[src/rtl/lat_table_loader.sv]
// Latency table loader: five 5-bit jump entries plus a 2-bit clock select,
// serialised MSB first as {CS, J5, J4, J3, J2, J1} (27 bits) on request.
// Latency: first bit the cycle after start is sampled; done frame-length+1 cycles after start.
// Backpressure: none; start in SHIFT is dropped and writes in SHIFT are rejected (sticky err).
// Optional feature: define LAT_LOADER_PARITY_EN to append an even-parity bit as a 28th bit.

module lat_table_loader #(
  parameter int frame_len = 27
) (
  input  logic       clk,
  input  logic       reset,
  input  logic       wr_en,
  input  logic [2:0] wr_addr,
  input  logic [4:0] wr_data,
  input  logic       start,
  output logic       ser_out,
  output logic       ser_en,
  output logic       busy,
  output logic       done,
  output logic       err
);

`ifdef LAT_LOADER_PARITY_EN
  // Parity bit rides after the frame, so the shifter is one bit longer.
  localparam int SHIFT_LEN = frame_len + 1;
`else
  localparam int SHIFT_LEN = frame_len;
`endif
  localparam int CNT_W = $clog2(SHIFT_LEN);

  typedef enum logic [1:0] {
    ST_IDLE  = 2'd0,
    ST_SHIFT = 2'd1,
    ST_DONE  = 2'd2
  } state_e;

  state_e                state_q, state_d;
  logic [4:0][4:0]       jmp_q, jmp_d;     // jmp_q[0] is J1 ... jmp_q[4] is J5
  logic [1:0]            cs_q, cs_d;
  logic [SHIFT_LEN-1:0]  shift_q, shift_d;
  logic [CNT_W-1:0]      cnt_q, cnt_d;
  logic                  err_q, err_d;

  logic                  can_wr_w;
  logic                  wr_ok_w;
  logic                  wr_rej_w;
  logic                  load_w;
  logic [frame_len-1:0]  frame_w;
  logic [SHIFT_LEN-1:0]  load_dat_w;

  // Table is writable and a new frame may start only outside SHIFT.
  assign can_wr_w = (state_q != ST_SHIFT);
  assign wr_ok_w  = wr_en && (wr_addr <= 3'd5) && can_wr_w;
  assign wr_rej_w = wr_en && !wr_ok_w;
  assign load_w   = start && can_wr_w;

  // Frame is built from the registered table, so a write on the start edge
  // lands in the table but not in the frame being launched.
  assign frame_w = {cs_q, jmp_q};

`ifdef LAT_LOADER_PARITY_EN
  logic parity_w;
  assign parity_w   = ^frame_w;
  assign load_dat_w = {frame_w, parity_w};
`else
  assign load_dat_w = frame_w;
`endif

  // State register.
  always_ff @(posedge clk) begin
    if (reset) begin
      state_q <= ST_IDLE;
    end else begin
      state_q <= state_d;
    end
  end

  // Next-state logic: DONE lasts one cycle and may chain straight into a new frame.
  always_comb begin
    state_d = state_q;
    case (state_q)
      ST_IDLE:  if (start) state_d = ST_SHIFT;
      ST_SHIFT: if (cnt_q == '0) state_d = ST_DONE;
      ST_DONE:  state_d = start ? ST_SHIFT : ST_IDLE;
      default:  state_d = ST_IDLE;
    endcase
  end

  // Outputs decoded from state; ser_out is forced low outside SHIFT.
  always_comb begin
    busy    = 1'b0;
    ser_en  = 1'b0;
    ser_out = 1'b0;
    done    = 1'b0;
    err     = err_q;
    case (state_q)
      ST_SHIFT: begin
        busy    = 1'b1;
        ser_en  = 1'b1;
        ser_out = shift_q[SHIFT_LEN-1];
      end
      ST_DONE:  done = 1'b1;
      default:  ;
    endcase
  end

  // Table write decode: address 5 targets the 2-bit clock select.
  always_comb begin
    jmp_d = jmp_q;
    cs_d  = cs_q;
    if (wr_ok_w) begin
      if (wr_addr == 3'd5) begin
        cs_d = wr_data[1:0];
      end else begin
        jmp_d[wr_addr] = wr_data;
      end
    end
  end

  // Shifter and bit counter: load on start, shift left and count down in SHIFT.
  always_comb begin
    shift_d = shift_q;
    cnt_d   = cnt_q;
    if (load_w) begin
      shift_d = load_dat_w;
      cnt_d   = CNT_W'(SHIFT_LEN - 1);
    end else if (state_q == ST_SHIFT) begin
      shift_d = shift_q << 1;
      if (cnt_q != '0) begin
        cnt_d = cnt_q - CNT_W'(1);
      end
    end
  end

  // Sticky error: a rejected write wins over the clear that a frame launch performs.
  always_comb begin
    err_d = err_q;
    if (wr_rej_w) begin
      err_d = 1'b1;
    end else if (load_w) begin
      err_d = 1'b0;
    end
  end

  // Table registers.
  always_ff @(posedge clk) begin
    if (reset) begin
      jmp_q <= '0;
      cs_q  <= '0;
    end else begin
      jmp_q <= jmp_d;
      cs_q  <= cs_d;
    end
  end

  // Serialiser datapath and error flag.
  always_ff @(posedge clk) begin
    if (reset) begin
      shift_q <= '0;
      cnt_q   <= '0;
      err_q   <= 1'b0;
    end else begin
      shift_q <= shift_d;
      cnt_q   <= cnt_d;
      err_q   <= err_d;
    end
  end

endmodule

[config.mk]
export PLATFORM = sky130hd
export DESIGN_NAME = lat_table_loader
export DESIGN_NICKNAME = d
export VERILOG_FILES = /design/src/rtl/lat_table_loader.sv
export SDC_FILE = /design/constraint.sdc
export NUM_CORES = 1
export LEC_CHECK = 0
export ABC_AREA = 1
export BUFFER_PORTS_ARGS = -buffer_cell sky130_fd_sc_hd__clkbuf_2
export CORE_ASPECT_RATIO = 0.8
export CORE_MARGIN = 3
export CORE_UTILIZATION = 50
export DETAILED_ROUTE_END_ITERATION = 12
export GPL_ROUTABILITY_DRIVEN = 0
export PLACE_DENSITY = 0.68
export RECOVER_POWER = 25
export SETUP_SLACK_MARGIN = 0.15
export SLEW_MARGIN = 5
export SYNTH_ARGS = -nofsm -noshare
export SYNTH_HDL_FRONTEND = slang
export SYNTH_SLANG_ARGS = --single-unit
[constraint.sdc]
create_clock -name clk -period 1.4 [get_ports clk]
set_input_delay 0.21 -clock clk [delete_from_list [all_inputs] [get_ports clk]]
set_output_delay 0.21 -clock clk [all_outputs]
set_load 0.01 [all_outputs]
==> results.tsv, run 1 <==
stage	metric	value	unit
run_status	run status	completed	
critical_path	crit-path leading delay family	buffers and inverters	
timing	endpoints failing setup	0	
global_routing	first-pass GRT wire length	10.8	mm
critical_path	Setup crit start kind	flop	
clock_network	clk sinks	62	
detailed_routing	DR pass1 iterations	5	
clock_network	H-tree depth	3	
power_and_ir_drop	power per cell area	1070	nW/um^2
clock_network	CTS Buffer Depth	2	
detailed_routing	Routed Antenna Nets	0	
timing	Setup Total Neg Slack	0	ns
global_routing	total grt overflow	0	
synthesis	register bit total from synthesis	62	
synthesis	Synth cell types	24	
critical_path	crit path capture type	flop	
layout	most common cell after layout, fill and taps aside	nand2_1	
critical_path	crit-path max FO	13	
timing	part of the cycle the worst path needs	98.3	%
timing	fmax	726	MHz
synthesis	largest family of logic cells by synthesized area	simple AND/OR/NAND/NOR gates	
detailed_routing	met2 WL	3.42	mm
timing	normalized max-slew margin	57.7	%
floorplan	Cell Rows	23	
detailed_routing	routed vias	2660	
floorplan	Die Ht	73.7	microns
critical_path	critical setup path kind	flop to flop	
synthesis	Synth Area in XOR/XNOR	0.612	%
global_routing	antenna violations before repair	0	
critical_path	Critical Path RT	1.67	ns
synthesis	syn nets	417	
synthesis	synth top area cells	dfxtp_1 43%, nand2_1 17%, nand3_1 8.9%, a21oi_1 5.8%, inv_1 4.6%	
detailed_routing	total routed wirelength	7.28	mm
placed_design	placed cell area	2960	sq um
power_and_ir_drop	LEAKAGE	1.59	nW
layout	design area	3580	sq um
critical_path	CP cell instances	inv_4 -> nor2_8 -> buf_12 -> nor2_4 -> buf_6 -> clkbuf_16 -> a21oi_1 -> nor2_1	
floorplan	die width	90.6	microns
detailed_routing	via-per-instance ratio	5.17	
clock_network	CTS tree	yes	
detailed_routing	wl on met1	3.20	mm
clock_network	clock latency on the worst-skew pair	0.33	ns
power_and_ir_drop	VDD IR max	0.000751	V
layout	most frequent cells in the layout	131 x nand2_1, 60 x dfxtp_1, 34 x inv_1, 34 x nor2_1, 30 x nand3_1	
detailed_routing	Routed WL per cell	14.1	microns
placed_design	PortBufs	16	
layout	Area Growth Syn to Fin	25.0	%
clock_network	Root Driver	clkbuf_8	
clock_network	hold_buf cts	0	
timing	Fin Hold WS	0.184	ns
timing	final-report hold violation count	0	
detailed_routing	drc violations	0	
global_routing	vias in the first global route	2257	
layout	Nets	449	
timing	max-slew violations	0	
critical_path	Crit path largest cell delay	0.35	ns
clock_network	clock slew at reported path FFs	0.06	ns
timing	fin crit period	1.38	ns
synthesis	post-synthesis adder-cell area fraction	0.437	%
detailed_routing	Initial DRC Count	219	
global_routing	largest net degree at the start of global routing	52	
synthesis	sequential-to-total area share from yosys stat	43.3	%
synthesis	cell taking the most area after synthesis	dfxtp_1	
clock_network	TritonCTS Buffers	9	
timing	worst slew pin tran	0.633	ns
synthesis	Mapped Cells	404	
critical_path	Crit-path slowest cell	dfxtp_4	
timing	skew final	0.00819	ns
synthesis	syn avg cell area	7.09	sq um
detailed_routing	highest metal used	met4	
floorplan	die area	6680	sq um
timing	unrepaired setup endpoints after global routing	yes	
synthesis	post-synthesis mux area share	0	%
detailed_routing	met3 routed WL	603	microns
layout	fraction of layout cells with a size suffix above 1	25.5	%
critical_path	reg2reg setup slack	0.02	ns
synthesis	Simple-Gate Fraction of Synth Area	37.1	%
synthesis	Synth Area in Compound Gates	7.60	%
job	# Max-Cap Violations	0	
layout	# fillers	450	
synthesis	Synth warnings	0	
critical_path	Worst EP arrival	1.65	ns
floorplan	io pins	17	
placed_design	HPWL after DPL	3.88	mm
synthesis	post-synthesis instance area	2860	sq um
floorplan	Initial Util	54.4	%
global_routing	Tot GR Track Use	20.4	%
critical_path	Crit path buffers/inverters	4	
hold_path	type of the most critical hold path	input port to flop	
layout	Antenna diodes	0	
synthesis	Synth top area share	43.3	%
floorplan	core area	5270	sq um
final timing paths:
path / to / cells past startpoint / start
worst max register to register: frame_w[13]$_SDFFE_PP0P_ / 8 / state_q[0]$_SDFFE_PP0P_
worst min register to register: shift_q[0]$_SDFFE_PP0P_ / 2 / shift_q[0]$_SDFFE_PP0P_
worst max-delay path: frame_w[13]$_SDFFE_PP0P_ / 8 / state_q[0]$_SDFFE_PP0P_
worst min-delay path: err$_SDFFE_PP0P_ / 3 / wr_en
area by class of cell:
class,count,area (sq um),share of cell area (%)
multi-input combinational,285,1510,42.3
clock inverter,2,10.0,0.280
inverter,39,149,4.16
timing repair buffer,39,427,11.9
clock buffer,13,139,3.88
tap,75,93.8,2.62
sequential,62,1250,34.9
logic make-up (layout without fill, tap and decap cells):
kind of cell,after synthesis,in the layout
fa+ha+maj,1,1
simple gates,239,240
compound gates,42,42
xor+xnor,2,2
flops,62,62
buf+inv,58,93
synth_stat cells:
cell	count
a21oi_1	33
a31oi_1	6
buf_12	1
buf_2	8
buf_4	1
buf_6	7
buf_8	1
clkbuf_1	1
clkinv_1	2
dfxtp_1	62
ha_1	1
inv_1	35
inv_2	2
nand2_1	133
nand2_2	10
nand2_4	1
nand3_1	51
nor2_1	34
nor2_2	5
nor2_4	1
nor2_8	3
nor3_1	1
o21ai_0	3
xor2_1	2
per-layer routing:
| metal | track usage [%] | vias up |
|---|---|---|
| met3 | 5.22 | 7 |
| met1 | 28.6 | 1224 |
| met2 | 31.1 | 92 |
| met5 | 0 | - |
| met4 | 5.77 | 0 |
| li1 | - | 1337 |
sequential cells by signal (all words and copies together), names as in the netlist:
| signal | flops |
|---|---|
| cnt_q | 5 |
| cs_q | 2 |
| shift_q | 27 |
| err | 1 |
| frame_w | 25 |
| state_q | 2 |
what timing repair did:
action | in CTS | in global routing
buffers inserted | 6 | 4
cloned | 2 | 5
gates resized for setup | 7 | 53
endpoints found under the setup margin | 57 | 63
endpoints found under the hold margin | 0 | 0
pin swaps | 2 | 9
power by group:
group          switching, mW  internal [mW]  total (mW)  leakage, nW
combinational          0.434          0.298       0.732         1.01
sequential            0.0356           1.82        1.85        0.504
clock                  0.631          0.629        1.26       0.0773
total                   1.10           2.74        3.84         1.59
through the flow:
stage / utilization (%) / power [mW] / setup slack [ns] / instances
after global routing: 68.0 / 4.00 / -0.0293 / 515
after global placement: 56.3 / 2.38 / 0.0521 / 483
after floorplan: - / 2.29 / 0.191 / 404
final: 68.0 / 3.84 / 0.0235 / 515
after CTS: 61.6 / 3.71 / 0.0744 / 506
after detailed placement: 56.3 / 2.38 / 0.0374 / 483
tightest hold or removal path: stages:
cell and delay, ns:
clkbuf_2 0.09, nand2_1 0.08, o21ai_0 0.08
No activity file was read; power rests on OpenSTA's default activity.
==> inputs of run 2 (changes only) <==
--- a/config.mk
+++ b/config.mk
@@ -8,7 +8,7 @@
 export ABC_AREA = 1
 export BUFFER_PORTS_ARGS = -buffer_cell sky130_fd_sc_hd__clkbuf_2
 export CORE_ASPECT_RATIO = 0.8
-export CORE_MARGIN = 3
+export CORE_MARGIN = 5
 export CORE_UTILIZATION = 50
 export DETAILED_ROUTE_END_ITERATION = 12
 export GPL_ROUTABILITY_DRIVEN = 0
==> run 2 against run 1 <==
Net effect:
- sequential power is essentially flat
- register-to-register slack better by 0.07 ns
- flip-flop and latch count unchanged
- critical endpoint is now frame_w[14]$_SDFFE_PP0P_
- cell count is 0.58% higher
- design area up 1.6%
==> results.tsv, run 2 (same netlist as run 1, synthesis figures left out) <==
stage	metric	value	unit	change
critical_path	crit-path max FO	7		was 13
layout	most common cell after layout, fill and taps aside	nand2_1		unchanged
floorplan	Initial Util	52.1	%	was 54.4%
clock_network	TritonCTS Buffers	9		unchanged
layout	Nets	449		unchanged
clock_network	CTS Buffer Depth	2		unchanged
power_and_ir_drop	LEAKAGE	1.70	nW	was 1.59 nW
floorplan	Die Ht	77.7	microns	was 73.7 microns
global_routing	total grt overflow	0		unchanged
timing	worst slew pin tran	0.586	ns	was 0.633 ns
power_and_ir_drop	power per cell area	1120	nW/um^2	was 1070 nW/um^2
clock_network	hold_buf cts	0		unchanged
hold_path	type of the most critical hold path	input port to flop		unchanged
clock_network	clock latency on the worst-skew pair	0.34	ns	was 0.33 ns
global_routing	largest net degree at the start of global routing	56		was 52
detailed_routing	met3 routed WL	527	microns	was 603 microns
critical_path	Worst EP arrival	1.54	ns	was 1.65 ns
clock_network	clock slew at reported path FFs	0.07	ns	was 0.06 ns
critical_path	Setup crit start kind	flop		unchanged
detailed_routing	met2 WL	3.21	mm	was 3.42 mm
clock_network	H-tree depth	3		unchanged
timing	Setup Total Neg Slack	0	ns	unchanged
detailed_routing	drc violations	0		unchanged
timing	fin crit period	1.31	ns	was 1.38 ns
layout	register bank with the most flops	shift_q		unchanged
timing	final-report hold violation count	0		unchanged
placed_design	PortBufs	16		unchanged
detailed_routing	routed vias	2652		was 2660
layout	most frequent cells in the layout	114 x nand2_1, 60 x dfxtp_1, 33 x inv_1, 33 x nor2_1, 33 x nand3_1		was 131 x nand2_1, 60 x dfxtp_1, 34 x inv_1, 34 x nor2_1, 30 x nand3_1
power_and_ir_drop	total power	4.08	mW	was 3.84 mW
timing	fmax	763	MHz	was 726 MHz
critical_path	Critical Path RT	1.63	ns	was 1.67 ns
detailed_routing	DR pass1 iterations	4		was 5
critical_path	critical setup path kind	flop to flop		unchanged
timing	skew final	0.00438	ns	was 0.00819 ns
timing	unrepaired setup endpoints after global routing	yes		unchanged
detailed_routing	highest metal used	met4		unchanged
detailed_routing	Routed WL per cell	14.1	microns	about the same
global_routing	antenna violations before repair	0		unchanged
placed_design	HPWL after DPL	3.99	mm	was 3.88 mm
floorplan	Cell Rows	24		was 23
power_and_ir_drop	VDD IR max	0.000827	V	was 0.000751 V
clock_network	clk sinks	62		unchanged
timing	max-slew violations	0		unchanged
clock_network	Root Driver	clkbuf_8		unchanged
layout	fraction of layout cells with a size suffix above 1	30.5	%	was 25.5%
detailed_routing	via-per-instance ratio	5.12		was 5.17
timing	part of the cycle the worst path needs	93.7	%	was 98.3%
floorplan	core area	5500	sq um	was 5270 sq um
layout	Antenna diodes	0		unchanged
detailed_routing	total routed wirelength	7.28	mm	about the same
floorplan	die width	94.6	microns	was 90.6 microns
layout	post-route core utilization	66.2	%	was 68.0%
run_status	run status	completed		unchanged
timing	normalized max-slew margin	60.9	%	was 57.7%
global_routing	vias in the first global route	2253		was 2257
detailed_routing	Routed Antenna Nets	0		unchanged
timing	endpoints failing setup	0		unchanged
global_routing	first-pass GRT wire length	10.8	mm	about the same
clock_network	CTS tree	yes		unchanged
layout	Area Growth Syn to Fin	27.0	%	was 25.0%
floorplan	io pins	17		unchanged
detailed_routing	Initial DRC Count	269		was 219
critical_path	crit path capture type	flop		unchanged
timing	Fin Hold WS	0.146	ns	was 0.184 ns
floorplan	die area	7350	sq um	was 6680 sq um
global_routing	Tot GR Track Use	18.6	%	was 20.4%
job	# Max-Cap Violations	0		unchanged
layout	max reg flops	27		unchanged
detailed_routing	wl on met1	3.43	mm	was 3.20 mm
run 2: cell types whose count changed in the layout (fill, tap and decap cells not counted), moves of 3 or more:
cell	delta
buf_6	+3
nand2_2	+17
nand2_1	-17
clkbuf_1	-5
nand3_1	+3
run 2: report_power, final:
part	total [mW]	internal, mW	switching (mW)
Clock	1.52	0.847	0.669
Sequential	1.86	1.82	0.0411
Combinational	0.710	0.287	0.423
run 2: timing repair:
item                                    in CTS  in global routing
endpoints found under the hold margin        0                  0
buffers inserted                             6                  3
pin swaps                                    3                 23
gates resized for setup                      8                 69
endpoints found under the setup margin      49                 62
gates cloned                                 1                  7
run 2: final timing paths:
path | startpoint | end | slack, ns | cells past startpoint
min | wr_en | err$_SDFFE_PP0P_ | 0.15 | 3
min reg2reg | cnt_q[0]$_SDFFE_PP0P_ | cnt_q[0]$_SDFFE_PP0P_ | 0.46 | 2
max reg2reg | state_q[0]$_SDFFE_PP0P_ | frame_w[14]$_SDFFE_PP0P_ | 0.09 | 9
max | state_q[0]$_SDFFE_PP0P_ | frame_w[14]$_SDFFE_PP0P_ | 0.09 | 9
run 2: cell type report:
| cell class | count | area (sq um) |
|---|---|---|
| clock inverters | 5 | 50.0 |
| clock buffers | 10 | 138 |
| multi-input cells | 286 | 1560 |
| fillers | 455 | 1860 |
| well taps | 78 | 97.6 |
| repair buffers | 38 | 399 |
| flip-flops and latches | 62 | 1250 |
| inverters | 39 | 149 |
run 2: layer usage:
metal	GRT usage, %	vias up
li1	-	1334
met2	26.3	87
met3	5.71	10
met4	4.76	0
met1	27.4	1221
met5	0	-
run 2: through the flow:
step	instances	worst slack [ns]	area, sq um
after global routing	518	0.0132	3640
after detailed placement	486	0.0786	2970
final	518	0.0889	3640
after global placement	486	0.116	2970
after CTS	508	0.109	3260
after floorplan	404	0.191	2860
run 2: worst max-delay path, stage by stage, from the launching register on:
cell       delay (ns)
dfxtp_4          0.36
inv_4            0.07
nor2_8           0.04
buf_12           0.13
nor2_4           0.10
buf_12           0.15
clkbuf_16        0.15
nand3_1          0.07
nand2_1          0.08
nor2_1           0.04
==> inputs of run 3 (changes only) <==
--- a/config.mk
+++ b/config.mk
@@ -11,9 +11,8 @@
 export CORE_MARGIN = 5
 export CORE_UTILIZATION = 50
 export DETAILED_ROUTE_END_ITERATION = 12
-export GPL_ROUTABILITY_DRIVEN = 0
+export GPL_ROUTABILITY_DRIVEN = 1
 export PLACE_DENSITY = 0.68
-export RECOVER_POWER = 25
 export SETUP_SLACK_MARGIN = 0.15
 export SLEW_MARGIN = 5
 export SYNTH_ARGS = -nofsm -noshare
==> run 3 against run 2 <==
Net effect:
- combinational power rose by 2%
- clock skew fell by 0.00056 ns
- count of clock-buffer cells in the layout unchanged
- clock power about the same
- critical path type unchanged
- largest power group unchanged
- via count is essentially flat
- maximum frequency is 0.17% higher
- power up 0.13%
- global-route usage unchanged
- cell count stayed put
- critical path depth unchanged
- highest routed layer unchanged
- worst hold slack gained 0.0034 ns
- setup slack better by 0.0023 ns
==> results.tsv, run 3 (same netlist as run 1, synthesis figures left out) <==
stage	metric	value	unit	change
run_status	run status	completed		unchanged
placed_design	placed cell area	2970	sq um	unchanged
critical_path	crit-path max FO	7		unchanged
global_routing	antenna violations before repair	0		unchanged
placed_design	PortBufs	16		unchanged
placed_design	HPWL after DPL	3.99	mm	unchanged
floorplan	core area	5500	sq um	unchanged
hold_path	type of the most critical hold path	input port to flop		unchanged
layout	Finished Layout Cells	518		unchanged
global_routing	vias in the first global route	2253		unchanged
global_routing	first-pass GRT wire length	10.8	mm	unchanged
floorplan	Die Ht	77.7	microns	unchanged
job	# Max-Cap Violations	0		unchanged
clock_network	clock latency on the worst-skew pair	0.33	ns	was 0.34 ns
layout	fraction of layout cells with a size suffix above 1	31.8	%	was 30.5%
detailed_routing	total routed wirelength	7.25	mm	was 7.28 mm
timing	part of the cycle the worst path needs	93.5	%	was 93.7%
power_and_ir_drop	VDD IR max	0.000828	V	was 0.000827 V
clock_network	TritonCTS Buffers	9		unchanged
clock_network	CTS tree	yes		unchanged
layout	most common cell after layout, fill and taps aside	nand2_1		unchanged
detailed_routing	via-per-instance ratio	5.12		about the same
floorplan	io pins	17		unchanged
layout	Area Growth Syn to Fin	27.8	%	was 27.0%
global_routing	total grt overflow	0		unchanged
clock_network	clock slew at reported path FFs	0.07	ns	about the same
floorplan	Cell Rows	24		unchanged
power_and_ir_drop	power per cell area	1120	nW/um^2	about the same
global_routing	largest net degree at the start of global routing	56		unchanged
timing	skew final	0.00382	ns	was 0.00438 ns
timing	endpoints failing setup	0		unchanged
layout	Antenna diodes	0		unchanged
layout	Nets	449		unchanged
placed_design	GP Congestion	0.745		
detailed_routing	DR pass1 iterations	4		unchanged
timing	worst slew pin tran	0.588	ns	was 0.586 ns
detailed_routing	routed vias	2651		was 2652
clock_network	clk sinks	62		unchanged
clock_network	H-tree depth	3		unchanged
timing	unrepaired setup endpoints after global routing	yes		unchanged
floorplan	Initial Util	52.1	%	unchanged
detailed_routing	Routed WL per cell	14.0	microns	was 14.1 microns
timing	fmax	764	MHz	was 763 MHz
timing	fin crit period	1.31	ns	about the same
floorplan	die area	7350	sq um	unchanged
timing	final-report hold violation count	0		unchanged
layout	register bank with the most flops	shift_q		unchanged
detailed_routing	drc violations	0		unchanged
timing	Fin Hold WS	0.150	ns	was 0.146 ns
power_and_ir_drop	LEAKAGE	1.71	nW	was 1.70 nW
critical_path	Worst EP arrival	1.54	ns	about the same
layout	most frequent cells in the layout	112 x nand2_1, 60 x dfxtp_1, 33 x inv_1, 33 x nor2_1, 33 x nand3_1		was 114 x nand2_1, 60 x dfxtp_1, 33 x inv_1, 33 x nor2_1, 33 x nand3_1
detailed_routing	Routed Antenna Nets	0		unchanged
critical_path	critical setup path kind	flop to flop		unchanged
global_routing	Tot GR Track Use	18.6	%	unchanged
layout	design area	3660	sq um	was 3640 sq um
critical_path	Critical Path RT	1.63	ns	about the same
layout	# fillers	451		was 455
clock_network	CTS Buffer Depth	2		unchanged
timing	Setup Total Neg Slack	0	ns	unchanged
critical_path	Setup crit start kind	flop		unchanged
critical_path	crit path capture type	flop		unchanged
clock_network	hold_buf cts	0		unchanged
layout	post-route core utilization	66.6	%	was 66.2%
placed_design	placed cell count	486		unchanged
clock_network	Root Driver	clkbuf_8		unchanged
timing	normalized max-slew margin	60.8	%	was 60.9%
detailed_routing	Initial DRC Count	254		was 269
floorplan	die width	94.6	microns	unchanged
timing	max-slew violations	0		unchanged
layout	max reg flops	27		unchanged
[run 3: metal layers]
| layer | wire [microns] | vias up | part of all wire, % | track usage [%] |
|---|---|---|---|---|
| met5 | 0 | - | 0 | 0 |
| met4 | 74 | 0 | 1.0 | 4.76 |
| met3 | 596 | 7 | 8.2 | 5.71 |
| met2 | 3170 | 94 | 44 | 26.3 |
| met1 | 3410 | 1215 | 47 | 27.4 |
| li1 | - | 1335 | - | - |
[run 3: worst max-delay path, cell delays in order (launching register included)]
cell,delay (ns)
dfxtp_4,0.36
inv_4,0.07
nor2_8,0.04
buf_12,0.13
nor2_4,0.10
buf_12,0.15
clkbuf_16,0.15
nand3_1,0.08
nand2_1,0.08
nor2_1,0.04
[run 3: report_power, final]
group          switching [mW]  total [mW]  internal [mW]
combinational           0.426       0.722          0.296
clock                   0.662        1.51          0.847
sequential             0.0408        1.86           1.82
[run 3: cell type report]
cell class | instances | area [sq um] | area share, %
multi-input combinational | 286 | 1570 | 43.0
sequential | 62 | 1250 | 34.1
timing repair buffer | 38 | 403 | 11.0
inverter | 39 | 149 | 4.07
clock buffer | 10 | 138 | 3.76
tap | 78 | 97.6 | 2.67
clock inverter | 5 | 50.0 | 1.37
[run 3: per-stage QoR]
| stage | power (mW) | worst slack, ns |
|---|---|---|
| floorplan | 2.29 | 0.191 |
| global placement | 2.37 | 0.116 |
| detailed placement | 2.38 | 0.0786 |
| CTS | 3.95 | 0.109 |
| global route | 4.26 | 0.0139 |
| finish | 4.09 | 0.0911 |
[run 3: final timing paths]
path,slack [ns],start,depth (start not counted),end
hold reg to reg,0.46,cnt_q[0]$_SDFFE_PP0P_,2,cnt_q[0]$_SDFFE_PP0P_
setup reg to reg,0.09,state_q[0]$_SDFFE_PP0P_,9,frame_w[14]$_SDFFE_PP0P_
hold / removal,0.15,wr_en,3,err$_SDFFE_PP0P_
setup / recovery,0.09,state_q[0]$_SDFFE_PP0P_,9,frame_w[14]$_SDFFE_PP0P_
[run 3: what timing repair did]
action	CTS	global route
gates cloned	1	7
setup buffers	6	3
endpoints found under the setup margin	49	62
gates resized for setup	8	69
pin swaps	3	23
